## src/rtl/uart_byte_rx.sv

```systemverilog
// -----------------------------------------------------------------------------
// uart_byte_rx
//
// 8N1 UART receiver (1 start bit, 8 data bits LSB first, 1 stop bit, idle-high
// line) for a 50 MHz system clock. Each bit is split into 16 subsamples. The
// start bit is re-checked mid-bit to reject glitches, and a low stop bit is
// reported as a framing error instead of a received byte.
//
// Optional build macro:
//   UART_RX_MAJORITY_EN  - each bit value is the 2-of-3 majority of the
//                          subsamples taken as smp_cnt advances to 7, 8 and 9.
//                          The decision moves one subsample later. When it is
//                          undefined, a single sample is taken as smp_cnt
//                          advances to 8.
//
// Ports:
//   clk        in   system clock, 50 MHz
//   rst_n      in   synchronous active-low reset
//   rx         in   asynchronous serial line, idle high
//   baud_set   in   [2:0] 0=9600 1=19200 2=38400 3=57600 4=115200 (5-7 = 9600)
//   data_byte  out  [7:0] last byte received with a good stop bit
//   rx_done    out  one-cycle pulse when data_byte is updated
//   frame_err  out  one-cycle pulse when the stop bit samples 0
//   uart_state out  high while a frame is in progress
// -----------------------------------------------------------------------------
module uart_byte_rx (
  input  logic       clk,
  input  logic       rst_n,
  input  logic       rx,
  input  logic [2:0] baud_set,
  output logic [7:0] data_byte,
  output logic       rx_done,
  output logic       frame_err,
  output logic       uart_state
);

  localparam logic [1:0] S_IDLE  = 2'd0;
  localparam logic [1:0] S_START = 2'd1;
  localparam logic [1:0] S_DATA  = 2'd2;
  localparam logic [1:0] S_STOP  = 2'd3;

  // Value of smp_cnt on the subsample strobe at which a bit value is decided.
  // The strobe fires while smp_cnt holds this value and advances it by one.
`ifdef UART_RX_MAJORITY_EN
  localparam logic [3:0] DECIDE_SMP = 4'd8;
`else
  localparam logic [3:0] DECIDE_SMP = 4'd7;
`endif

  logic [1:0]  state;
  logic        rx_s1, rx_s2, rx_s3;
  logic        rx_fall;
  logic [15:0] tc_sel;
  logic [15:0] tc_q;
  logic [15:0] div_cnt;
  logic [3:0]  smp_cnt;
  logic [2:0]  bit_cnt;
  logic [7:0]  shreg;
  logic        sub_stb;
  logic        sample_stb;
  logic        bit_end;
  logic        bit_val;

  // ---------------------------------------------------------------------------
  // Synchronizer and falling-edge detector. Reset to the idle level so that
  // leaving reset never looks like a start bit.
  // ---------------------------------------------------------------------------
  // NOTE: reset here is synchronous (sampled on clk); all state updates use
  // non-blocking assignments so every register sees pre-edge values.
  always_ff @(posedge clk) begin
    if (!rst_n) begin
      rx_s1 <= 1'b1;
      rx_s2 <= 1'b1;
      rx_s3 <= 1'b1;
    end else begin
      rx_s1 <= rx;
      rx_s2 <= rx_s1;
      rx_s3 <= rx_s2;
    end
  end

  assign rx_fall = rx_s3 & ~rx_s2;

  // ---------------------------------------------------------------------------
  // Subsample divisor terminal count for the requested rate.
  // ---------------------------------------------------------------------------
  // NOTE: every combinational output gets a default first, so no path can
  // leave it unassigned and infer a latch.
  always_comb begin
    tc_sel = 16'd324;
    case (baud_set)
      3'd1:    tc_sel = 16'd162;
      3'd2:    tc_sel = 16'd80;
      3'd3:    tc_sel = 16'd53;
      3'd4:    tc_sel = 16'd26;
      default: tc_sel = 16'd324;
    endcase
  end

  assign sub_stb    = (state != S_IDLE) && (div_cnt == tc_q);
  assign sample_stb = sub_stb && (smp_cnt == DECIDE_SMP);
  assign bit_end    = sub_stb && (smp_cnt == 4'd15);

  // ---------------------------------------------------------------------------
  // Bit value: single sample, or 2-of-3 majority around mid-bit.
  // ---------------------------------------------------------------------------
`ifdef UART_RX_MAJORITY_EN
  logic smp_a, smp_b;

  always_ff @(posedge clk) begin
    if (!rst_n) begin
      smp_a <= 1'b1;
      smp_b <= 1'b1;
    end else if (sub_stb) begin
      if (smp_cnt == 4'd6) smp_a <= rx_s2;
      if (smp_cnt == 4'd7) smp_b <= rx_s2;
    end
  end

  assign bit_val = (smp_a & smp_b) | (smp_a & rx_s2) | (smp_b & rx_s2);
`else
  assign bit_val = rx_s2;
`endif

  // ---------------------------------------------------------------------------
  // Frame state machine and counters.
  // ---------------------------------------------------------------------------
  always_ff @(posedge clk) begin
    if (!rst_n) begin
      state     <= S_IDLE;
      tc_q      <= 16'd324;
      div_cnt   <= 16'd0;
      smp_cnt   <= 4'd0;
      bit_cnt   <= 3'd0;
      shreg     <= 8'h00;
      data_byte <= 8'h00;
      rx_done   <= 1'b0;
      frame_err <= 1'b0;
    end else begin
      rx_done   <= 1'b0;
      frame_err <= 1'b0;

      if (state != S_IDLE) begin
        if (sub_stb) begin
          div_cnt <= 16'd0;
          smp_cnt <= smp_cnt + 4'd1;  // wraps 15 -> 0 at the bit boundary
        end else begin
          div_cnt <= div_cnt + 16'd1;
        end
      end

      case (state)
        S_IDLE: begin
          div_cnt <= 16'd0;
          smp_cnt <= 4'd0;
          bit_cnt <= 3'd0;
          if (rx_fall) begin
            state <= S_START;
            tc_q  <= tc_sel;  // rate is frozen for the whole frame
          end
        end

        S_START: begin
          if (sample_stb && bit_val) begin
            state <= S_IDLE;  // glitch, not a start bit
          end else if (bit_end) begin
            state   <= S_DATA;
            bit_cnt <= 3'd0;
          end
        end

        S_DATA: begin
          if (sample_stb) begin
            shreg[bit_cnt] <= bit_val;
          end
          if (bit_end) begin
            if (bit_cnt == 3'd7) begin
              state <= S_STOP;
            end else begin
              bit_cnt <= bit_cnt + 3'd1;
            end
          end
        end

        S_STOP: begin
          // Leaving at mid-stop-bit lets the next start edge be seen even
          // with zero idle time between frames.
          if (sample_stb) begin
            state <= S_IDLE;
            if (bit_val) begin
              data_byte <= shreg;
              rx_done   <= 1'b1;
            end else begin
              frame_err <= 1'b1;
            end
          end
        end

        default: state <= S_IDLE;
      endcase
    end
  end

  assign uart_state = (state != S_IDLE);

endmodule
```

## config.mk

```make
export PLATFORM = sky130hd
export DESIGN_NAME = uart_byte_rx
export DESIGN_NICKNAME = d
export VERILOG_FILES = /design/src/rtl/uart_byte_rx.sv
export SDC_FILE = /design/constraint.sdc
export NUM_CORES = 1
export LEC_CHECK = 0
export ABC_AREA = 1
export ABC_CLOCK_PERIOD_IN_PS = 2900
export CORE_UTILIZATION = 60
export CTS_BUF_LIST = sky130_fd_sc_hd__clkbuf_2 sky130_fd_sc_hd__clkbuf_4 sky130_fd_sc_hd__clkbuf_8
export DETAILED_ROUTE_END_ITERATION = 16
export PLACE_DENSITY = 0.78
export SLEW_MARGIN = 40
export SYNTH_ARGS = -nofsm -noshare
export SYNTH_HDL_FRONTEND = slang
export SYNTH_SLANG_ARGS = --single-unit
```

## constraint.sdc

```tcl
create_clock -name clk -period 2.9 [get_ports clk]
set_input_delay 0.29 -clock clk [delete_from_list [all_inputs] [get_ports clk]]
set_output_delay 0.29 -clock clk [all_outputs]
set_load 0.005 [all_outputs]
```

# Yosys cells after proc, flatten, opt, wreduce, memory -nomap -nowiden
# Index checks and enable logic that the tools add are counted.
# classes
bitwise	3
order_cmp	2
n_reduce_logical	16
n_eq_ne	19
add_sub_neg	3
mux	19
# ops
op	count
case mux 9 bit (4 select lines)	1
adder 16 x 1 -> 16 bit (second input constant)	1
== test 16 bit	1
two-way mux 16 bit	1
inequality test 2 bit (second input constant)	7
two-way mux 2 bit	6
two-way mux 3 bit	4
AND reduction 5 bit	2
case mux 3 bit (3 select lines)	1
bitwise mux 8 bit	1
case mux 2 bit (4 select lines)	1
== test 3 x 2 -> 1 bit (second input constant)	2
== test 3 bit (second input constant)	2
AND reduction 2 bit	3
AND reduction 3 bit	2
logical AND 1 bit	5
adder 4 x 1 -> 4 bit (second input constant)	1
== test 2 bit (second input constant)	2
== test 4 x 3 -> 1 bit (second input constant)	1
== test 4 bit (second input constant)	1
< comparator 3 x 4 -> 1 bit (second input constant)	1
adder 3 x 1 -> 3 bit (second input constant)	1
demux 1 bit (select 3 bit)	1
== test 3 x 1 -> 1 bit (second input constant)	1
10 further kinds	13
# totals
register_bits	62
output_inout_bits	11
input_bits	6
word_cells	74

# Logic depth before layout (Yosys ltp)
# Gate-level depths: netlist (run 1).
# depth
ltp_word	6
mapped_depth	13
mapped_depth_nobuf	13

# Worst setup path before layout (run 1)
# OpenSTA, ideal clock, no wires.
# synth_path
kind	reg-to-reg
startpoint	register div_cnt[0]
endpoint	register data_byte[7]
setup_slack_ps	1305
required_ps	2834
synth_period_minus_slack_ps	1595
path_stages_with_launch	14
t_arrival_ps	1529
cell_sequence	dfxtp_1 inv_1 nand2_1 nand2_1 nor2_1 nand2_1 nor2_4 nand2_4 nor2_8 nand3_4 nor2_4 buf_8 o21ai_2 a21oi_2
# synth_via
elab_chain_cells	4
# synth_lines
element	line_no	source
from (decl)	55	logic [15:0] div_cnt;
from (signal assigned)	148	div_cnt <= div_cnt + 16'd1;
== test 16 bit	100	assign sub_stb = (state != S_IDLE) && (div_cnt == tc_q);
logical AND 1 bit	100	
logical AND 1 bit	101	assign sample_stb = sub_stb && (smp_cnt == DECIDE_SMP);
AND reduction 3 bit (no source line)	-	
to (signal assigned)	191	data_byte <= shreg;
to (decl)	31	output logic [7:0] data_byte,
# Every way passes these cells.
# A chain may end at the register's enable or synchronous reset.

==> results of run 1 <==
## flip-flops by register name, indices dropped and copies added (netlist names), named ones only
signal,flops
smp_cnt,4
bit_val,1
bit_cnt,3
state,1
data_byte,8
rx_s3,1
tc_q,9
frame_err,1
rx_s1,1
rx_done,1
shreg,8
div_cnt,16
## cells in the mapped netlist (5+ instances only)
cell | count | area share, %
nand2_1 | 62 | 9.0
dfxtp_1 | 55 | 42
inv_1 | 55 | 7.9
nor2_1 | 46 | 6.6
a21oi_1 | 17 | 3.3
nor3_1 | 17 | 3.3
o21ai_0 | 13 | 2.5
nand3_1 | 9 | 1.7
nand4_1 | 9 | 2.2
xnor2_1 | 7 | 2.4
a211oi_1 | 5 | 1.4
## cells in the final DEF, fill, tap and decap left out, types with 3 or more instances in the layout
| cell type | n |
|---|---|
| nand2_1 | 62 |
| inv_1 | 55 |
| dfxtp_1 | 55 |
| nor2_1 | 46 |
| nor3_1 | 17 |
| a21oi_1 | 17 |
| clkdlybuf4s50_1 | 16 |
| o21ai_0 | 13 |
| nand4_1 | 9 |
| nand3_1 | 9 |
| xnor2_1 | 7 |
| a211oi_1 | 5 |
| clkbuf_8 | 5 |
| nor2_4 | 4 |
| nor3b_1 | 4 |
| ha_1 | 4 |
| or2_2 | 3 |
| o21ai_2 | 3 |
| o21a_1 | 3 |
| a31oi_1 | 3 |
| o21ai_1 | 3 |
| clkinv_2 | 3 |
## where the power goes
group / switching, mW / leakage [nW] / internal, mW
sequential: 0.0133 / 0.444 / 0.766
combinational: 0.0616 / 0.677 / 0.0351
clock: 0.240 / 0.0477 / 0.166
total: 0.315 / 1.17 / 0.967
## per-stage QoR
| stage | instances | util (%) | instance area, µm² | hold slack (ps) |
|---|---|---|---|---|
| after CTS | 417 | 70.7 | 2890 | 431 |
| after global placement | 409 | 68.6 | 2800 | 402 |
| after detailed placement | 409 | 68.6 | 2800 | 403 |
| after global routing | 417 | 70.7 | 2890 | 448 |
| final | 417 | 70.7 | 2890 | 426 |
| after floorplan | 346 | - | 2600 | 380 |
## final timing paths
| path | cells after the start | slack, ps | to | from |
|---|---|---|---|---|
| min reg2reg | 1 | 430 | bit_val | rx_s1 |
| max | 3 | 950 | uart_state | flip-flop |
| max reg2reg | 12 | 960 | data_byte[1] | div_cnt[0] |
| min | 1 | 430 | bit_val | rx_s1 |
## worst max-delay path, delay by kind of cell, from the launching register on
kind	cells	cell delay, ps
buffers and inverters	2	740
DFF	1	500
and+or+nand+nor	1	120
## area by class of cell
type,count,area [µm²],share of cell area [%]
Tap cell,50,62.6,2.17
Clock inverter,3,15.0,0.520
Sequential cell,55,1100,38.1
Multi-Input combinational cell,229,1250,43.3
Timing Repair Buffer,18,175,6.07
Clock buffer,5,68.8,2.38
Inverter,57,214,7.41
## logic make-up after synthesis
group / after synthesis
compound gates: 50
xor+xnor: 9
fa+ha+maj: 4
buf+inv: 62
flops: 55
simple gates: 166
## layer usage
metal	vias up	track usage, %	part of all wire (%)
met5	-	0	0
met4	0	8.33	1.2
met3	6	5.57	2.6
met2	21	40.7	51
met1	987	26.4	46
li1	1153	-	-
==> impl_metrics.tcl, run 1 <==
set metrics [dict create \
    nets 376 \
    crit_chain "nor2_4, inv_1, clkdlybuf4s50_1" \
    synthCells 346 \
    post-place-ws_ps 795 \
    arrival_ps 1660 \
    routed_wl_um 4680 \
    required_ps 2610 \
    gp_congestion 0.786 \
    die_h_um 67.8 \
    async_flop_share_pct 0 \
    io-pin-count 17 \
    wl_per_cell_um 11.2 \
    synth.mux.area_fraction_pct 0 \
    port_buffers 16 \
    critical-path-slowest-cell "clkdlybuf4s50_1" \
    yosys.area_share.adder_pct 1.93 \
    synthXorXnorAreaFrac_pct 3.03 \
    drv_slew 0 \
    p_total_mw 1.28 \
    die_area_um2 4600 \
    detail-route-antenna-nets 0 \
    viasPerCell 5.20 \
    irDropWorstVdd_mv 0.274 \
    finalSetupViolations 0 \
    initial_utilization_pct 63.6 \
    clock_path_buffers 2 \
    crit_path_start_kind "flip-flop" \
    n_fill_cell 357 \
    critical_path.endpoint_type "output port" \
    ctsHtreeMaxLevel 2 \
    die_x_um 67.8 \
    path_max_fanout 7 \
    cap_violations 0 \
    area_growth_pct 11.2 \
    hold_class "reg -> reg" \
    clkTransAtPathRegs_ps 90 \
    crit_path_max_incr_delay_ps 540 \
    root_buffer "clkbuf_8" \
    overflow 0 \
    grt_pass1_vias 1927 \
    num_antenna_cells 0 \
    cts_resized 0 \
    cts_tree "built" \
    hold_buffers 0 \
    clk_latency_ps 310 \
    min_period_ps 1950 \
    cts_buffers 5 \
    netlist-cell-type-count 35 \
    syn_area_um2 2600 \
    hold_viol_final 0 \
    yosysSeqAreaShare_pct 42.4 \
    synth_nets 356 \
    num_vias 2167 \
    post_cts_buffers 0 \
    synth_top_family_by_area "simple AND/OR/NAND/NOR gates" \
    grt_pass1_wl_um 7920 \
    grt_max_degree 20 \
    relSlewSlack_pct 64.3 \
    fin_crit_sh_pct 67.4 \
    synth-edff-count 0 \
    fp-row-count 23 \
    p_leak_nw 1.17 \
    yosysWarnings 0 \
    status "completed" \
    syn_area_per_cell_um2 7.51 \
    synth_compound_area_share_pct 11.4 \
    cts.sinks 55 \
    power_density_nw_per_um2 444 \
    place_hpwl_um 3520 \
    synth_simple_gate_area_share_pct 31.8 \
    antenna_found_initial 0 \
    yosys_register_bits 55 \
    setup_tns_ps 0 \
    finalWorstSetupSlack_ps 946 \
    max_slew.worst_pin.slew_ps 534 \
    finClkSkew_ps 5.41 \
    dr.pass1.iters 4 \
    drtIter0Drc 73 \
    grtUsageTotal_pct 22.9 \
    max_freq_ghz 0.512 \
    core_area_um2 4090 \
    drive_gt1_share_pct 9.26 \
    rsz0062_at_grt "no" \
    path_class "reg -> out" \
    ys.flop_type "dfxtp_1" \
    drc 0 \
]
(Power assumes the default switching activity.)
==> run 2: changes to the inputs <==
Settings changed: ABC_CLOCK_PERIOD_IN_PS 2900 to 1550, CORE_UTILIZATION 60 to 55, PLACE_DENSITY 0.78 to 0.75.
Clock period 2.9 ns to 1.55 ns, I/O delays scaled along.
==> impl_metrics.tcl, run 2 (same netlist as run 1, synthesis figures left out) <==
set metrics [dict create \
    status "finished, violations left" \
    violations "setup timing" \
    cts.sinks 55 \
    cts_tree "built" \
    clk_latency_ps 310 \
    clock_path_buffers 2 \
    path_class "reg -> reg" \
    gp_congestion 0.837 \
    cap_violations 0 \
    area_growth_pct 42.0 \
    num_vias 2487 \
    antenna_found_initial 0 \
    drive_gt1_share_pct 36.7 \
    drc 0 \
    max_slew.worst_pin.slew_ps 447 \
    critical_path.endpoint_type "flip-flop" \
    dr.pass1.iters 4 \
    final_util_pct 83.0 \
    n_fill_cell 273 \
    grt_max_degree 19 \
    power_density_nw_per_um2 729 \
    arrival_ps 1910 \
    io-pin-count 17 \
    grtUsageTotal_pct 25.2 \
    relSlewSlack_pct 70.1 \
    path_max_fanout 8 \
    ctsHtreeMaxLevel 2 \
    irDropWorstVdd_mv 0.696 \
    nets 431 \
    initial_utilization_pct 58.4 \
    die_area_um2 5000 \
    place_hpwl_um 4090 \
    grt_pass1_vias 2338 \
    drtIter0Drc 72 \
    hold_viol_final 0 \
    die_x_um 70.7 \
    p_leak_nw 1.54 \
    max_freq_ghz 0.582 \
    hold_buffers 0 \
    crit_path_start_kind "flip-flop" \
    largest_reg_flops 16 \
    overflow 0 \
    root_buffer "clkbuf_8" \
    fp-row-count 24 \
    rsz0062_at_grt "yes" \
    cts_buffers 5 \
    grt_pass1_wl_um 9990 \
    die_h_um 70.7 \
    fin_crit_sh_pct 111 \
    required_ps 1750 \
    port_buffers 16 \
    mostFrequentLayoutCells "nand2_1 (55), inv_1 (50), buf_4 (49)" \
    top_register "div_cnt" \
    final_common_cell "nand2_1" \
    finalWorstSetupSlack_ps -167 \
    hold_ws_ps 424 \
    top_regs "div_cnt x16, tc_q x9" \
    min_period_ps 1720 \
    finClkSkew_ps 8.37 \
    routed_wl_um 6270 \
    num_antenna_cells 0 \
    hold_class "reg -> reg" \
    finalSetupViolations 27 \
    clkTransAtPathRegs_ps 90 \
    core_area_um2 4440 \
    wl_per_cell_um 13.2 \
    detail-route-antenna-nets 0 \
    drv_slew 0 \
    viasPerCell 5.25 \
]
## run 2: changes by cell type in the layout (fill, tap and decap cells not counted), moves of 6 or more
cell	change
buf_4	+47
dfxtp_1	-14
dfxtp_2	+10
nand2_1	-7
nand2_2	+6
nor2_1	-10
## run 2: final timing paths
kind                            cells past startpoint  slack (ps)        to    start
worst max-delay path                               12        -170  shreg[4]  tc_q[5]
worst min-delay path                                1         420   bit_val    rx_s1
worst max register to register                     12        -170  shreg[4]  tc_q[5]
worst min register to register                      1         420   bit_val    rx_s1
## run 2: layout make-up
cell class                 count  area, µm²  area share (%)
tap                           52       65.1            1.76
clock buffer                   6       82.6            2.24
inverter                      57        216            5.87
timing repair buffer          73        654            17.7
multi-input combinational    229       1510            40.8
sequential                    55       1130            30.6
clock inverter                 2       35.0           0.950
## run 2: routing by layer
| layer | up-vias | wire length, µm | track usage [%] |
|---|---|---|---|
| met2 | 45 | 3400 | 45.5 |
| met5 | - | 0 | 0 |
| li1 | 1264 | - | - |
| met3 | 10 | 221 | 5.56 |
| met1 | 1168 | 2530 | 29.2 |
| met4 | 0 | 113 | 9.33 |
## run 2: critical path, stage by stage, from the launching register on
cell,delay (ps)
dfxtp_2,370
inv_2,30
nand2_1,50
nand2_1,60
nor2_1,110
nand2_1,100
nor2_4,130
nand2_4,80
nor2_8,120
buf_6,130
nand3_4,120
nor3_1,220
nor3_1,80
## run 2: what timing repair did
item,in CTS,in global routing
cloned,1,0
endpoints found under the setup margin,43,44
setup buffers,6,6
pin swaps,11,26
gates resized for setup,35,50
## run 2: where the power goes
group	leakage [nW]	internal, mW	total, mW	switching (mW)
Clock	0.0612	0.523	0.973	0.450
Combinational	1.03	0.111	0.262	0.151
Sequential	0.453	1.43	1.45	0.0234
## run 2: through the flow
| stage | instances | TNS (ps) | total power [mW] | worst slack, ps | instance area, µm² |
|---|---|---|---|---|---|
| finish | 474 | -2510 | 2.69 | -167 | 3690 |
| detailed placement | 455 | -2760 | 1.71 | -201 | 3170 |
| global placement | 455 | -1450 | 1.70 | -104 | 3170 |
| floorplan | 346 | -20.5 | 1.62 | -12.1 | 2610 |
| CTS | 470 | -1820 | 2.69 | -139 | 3460 |
| global route | 474 | -6900 | 2.80 | -327 | 3690 |
==> run 3: changes to the inputs <==
Settings changed: ABC_AREA 1 to unset.
==> impl_metrics.tcl, run 3 <==
set metrics [dict create \
    status "finished, violations left" \
    violations "setup timing" \
    root_buffer "clkbuf_8" \
    max_freq_ghz 0.564 \
    ys.flop_type "dfxtp_1" \
    min_period_ps 1770 \
    synth_compound_area_share_pct 5.67 \
    gp_congestion 0.777 \
    syn_area_per_cell_um2 8.99 \
    post-place-ws_ps -214 \
    power.share.switching_pct 24.2 \
    mostFrequentLayoutCells "nor2_1 (48), dfxtp_1 (48), buf_4 (47)" \
    synth_nets 290 \
    place_hpwl_um 4040 \
    num_antenna_cells 0 \
    clk_latency_ps 320 \
    combPwrFrac_pct 6.8 \
    synth_commonest_cells "dfxtp_1 (55), nor2_1 (48), nand2_1 (25), mux2i_1 (19), xnor2_1 (18)" \
    top_register "div_cnt" \
    die_x_um 69.6 \
    finalSetupViolations 43 \
    yosysSeqAreaShare_pct 43.8 \
    synth_top_area_cell "dfxtp_1" \
    core_area_um2 4380 \
    p_int_mw 1.82 \
    switchingPower_mw 0.581 \
    endpoint "smp_cnt[3]" \
    drive_gt1_share_pct 28.5 \
    r2r_end "smp_cnt[3]" \
    fp-row-count 24 \
    timing.rr.start "div_cnt[11]" \
    synth.mux.area_fraction_pct 7.56 \
    critical_path.endpoint_type "flip-flop" \
    dpl_cell_area_um2 3130 \
    grt_pass1_wl_um 9630 \
    syn_area_um2 2520 \
    rsz0062_at_grt "yes" \
    cap_violations 0 \
    relSlewSlack_pct 76.2 \
    yosysWarnings 0 \
    wl_per_cell_um 14.5 \
    path_max_fanout 12 \
    cts_buffers 5 \
    p_seq_share_pct 59.7 \
    area_growth_pct 32.8 \
    arrival_ps 1980 \
    num_vias 2187 \
    largest_reg_flops 16 \
    nets 353 \
    top_regs "div_cnt x16, tc_q x9" \
    yosys.area_share.adder_pct 1.99 \
    synth_top_family_by_area "simple AND/OR/NAND/NOR gates" \
    finClkSkew_ps 13.3 \
    synth_area_leaders "dfxtp_1 (44%), mux2i_1 (7.6%), nor2_1 (7.2%), xnor2_1 (6.3%), nand2_1 (3.7%)" \
    hold_class "in -> reg" \
    antenna_found_initial 0 \
    yosysMostFrequentCell "dfxtp_1" \
    routed_wl_um 5730 \
    cts_tree "built" \
    synth-edff-count 0 \
    max_slew.worst_pin.slew_ps 355 \
    pwr-share-clk_pct 33.6 \
    drc 0 \
    port_buffers 16 \
    synthCells 280 \
    drtIter0Drc 160 \
    power_density_nw_per_um2 719 \
    required_ps 1760 \
    drv_slew 0 \
    dr.pass1.iters 4 \
    p_leak_nw 1.26 \
    design_area_um2 3340 \
    io-pin-count 17 \
    crit_path_start_kind "flip-flop" \
    startpoint "div_cnt[11]" \
    netlist-cell-type-count 38 \
    synthXorXnorAreaFrac_pct 9.05 \
    viasPerCell 5.52 \
    grtUsageTotal_pct 25.0 \
    fin_crit_sh_pct 114 \
    die_h_um 69.6 \
    finalWorstSetupSlack_ps -223 \
    p_total_mw 2.40 \
    grt_max_degree 19 \
    ctsHtreeMaxLevel 2 \
    rr_worst_depth 7 \
    hp-start "rx" \
    synth_top_area_share_pct 43.8 \
    grt_pass1_vias 2133 \
    rrSetupSlack_ps -220 \
    cts.sinks 55 \
    clock_path_buffers 2 \
    detail-route-antenna-nets 0 \
    irDropWorstVdd_mv 0.434 \
    clkTransAtPathRegs_ps 100 \
    path_class "reg -> reg" \
    initial_utilization_pct 57.4 \
    yosys_register_bits 55 \
    synth_simple_gate_area_share_pct 28.9 \
    die_area_um2 4850 \
    async_flop_share_pct 0 \
    hold_viol_final 0 \
    overflow 0 \
]
-- run 3: cell types whose count changed after synthesis, moves of 9 or more --
cell,change
inv_1,-51
a21oi_1,-9
nand2_1,-37
mux2i_1,+19
nor3_1,-14
xnor2_1,+11
-- run 3: how the worst min path moves through the flow --
stage | depth (start not counted) | slack [ps] | endpoint
floorplan | 1 | 260 | rx_s1
global route | 2 | 400 | rx_s1
global placement | 1 | 400 | bit_val
CTS | 2 | 400 | rx_s1
detailed placement | 1 | 410 | bit_val
finish | 2 | 400 | rx_s1
-- run 3: area by class of cell --
class	instances	area, µm²
fillers	308	1040
repair buffers	68	582
flip-flops and latches	55	1110
well taps	52	65.1
inverters	5	18.8
multi-input cells	208	1470
clock inverters	3	25.0
clock buffers	5	68.8
-- run 3: cell families after synthesis --
logic type / Yosys count
simple gates: 136
flops: 55
xor+xnor: 26
compound gates: 23
mux: 19
buf+inv: 17
fa+ha+maj: 4
-- run 3: repair_timing --
action,4_1_cts,5_1_grt
hold buffers,0,0
endpoints found under the setup margin,43,49
pin swaps,7,7
setup buffers,3,2
gates resized for setup,10,10
-- run 3: metrics by stage --
stage               setup TNS (ps)  instances  utilization [%]  hold WS [ps]
floorplan                    -3430        280                -           256
global placement             -1950        383             71.4           396
detailed placement           -3140        383             71.4           407
CTS                          -5740        394             75.0           399
global route                 -9400        396             76.2           404
finish                       -6350        396             76.2           401
-- run 3: per-layer routing --
| layer | track usage (%) | part of all wire [%] | vias to the layer above |
|---|---|---|---|
| met3 | 5.09 | 3.4 | 13 |
| li1 | - | - | 1094 |
| met1 | 31.0 | 45 | 1026 |
| met5 | 0 | 0 | - |
| met4 | 9.11 | 2.7 | 0 |
| met2 | 42.8 | 49 | 54 |
-- run 3: power by group through the flow --
stage | combinational, mW | sequential [mW] | clock [mW]
2_1_floorplan | 0.0856 | 1.47 | 0
3_3_place_gp | 0.142 | 1.47 | 0
3_5_place_dp | 0.144 | 1.47 | 0
4_1_cts | 0.149 | 1.43 | 0.822
5_1_grt | 0.177 | 1.44 | 0.894
6_report | 0.163 | 1.43 | 0.807
-- run 3: critical path, stage by stage, from the launching register on --
cell and delay (ps):
dfxtp_2 350, nor4_4 300, nand4_1 170, buf_4 190, nor3_4 180, buf_6 210
nand4_1 130, mux2i_1 140
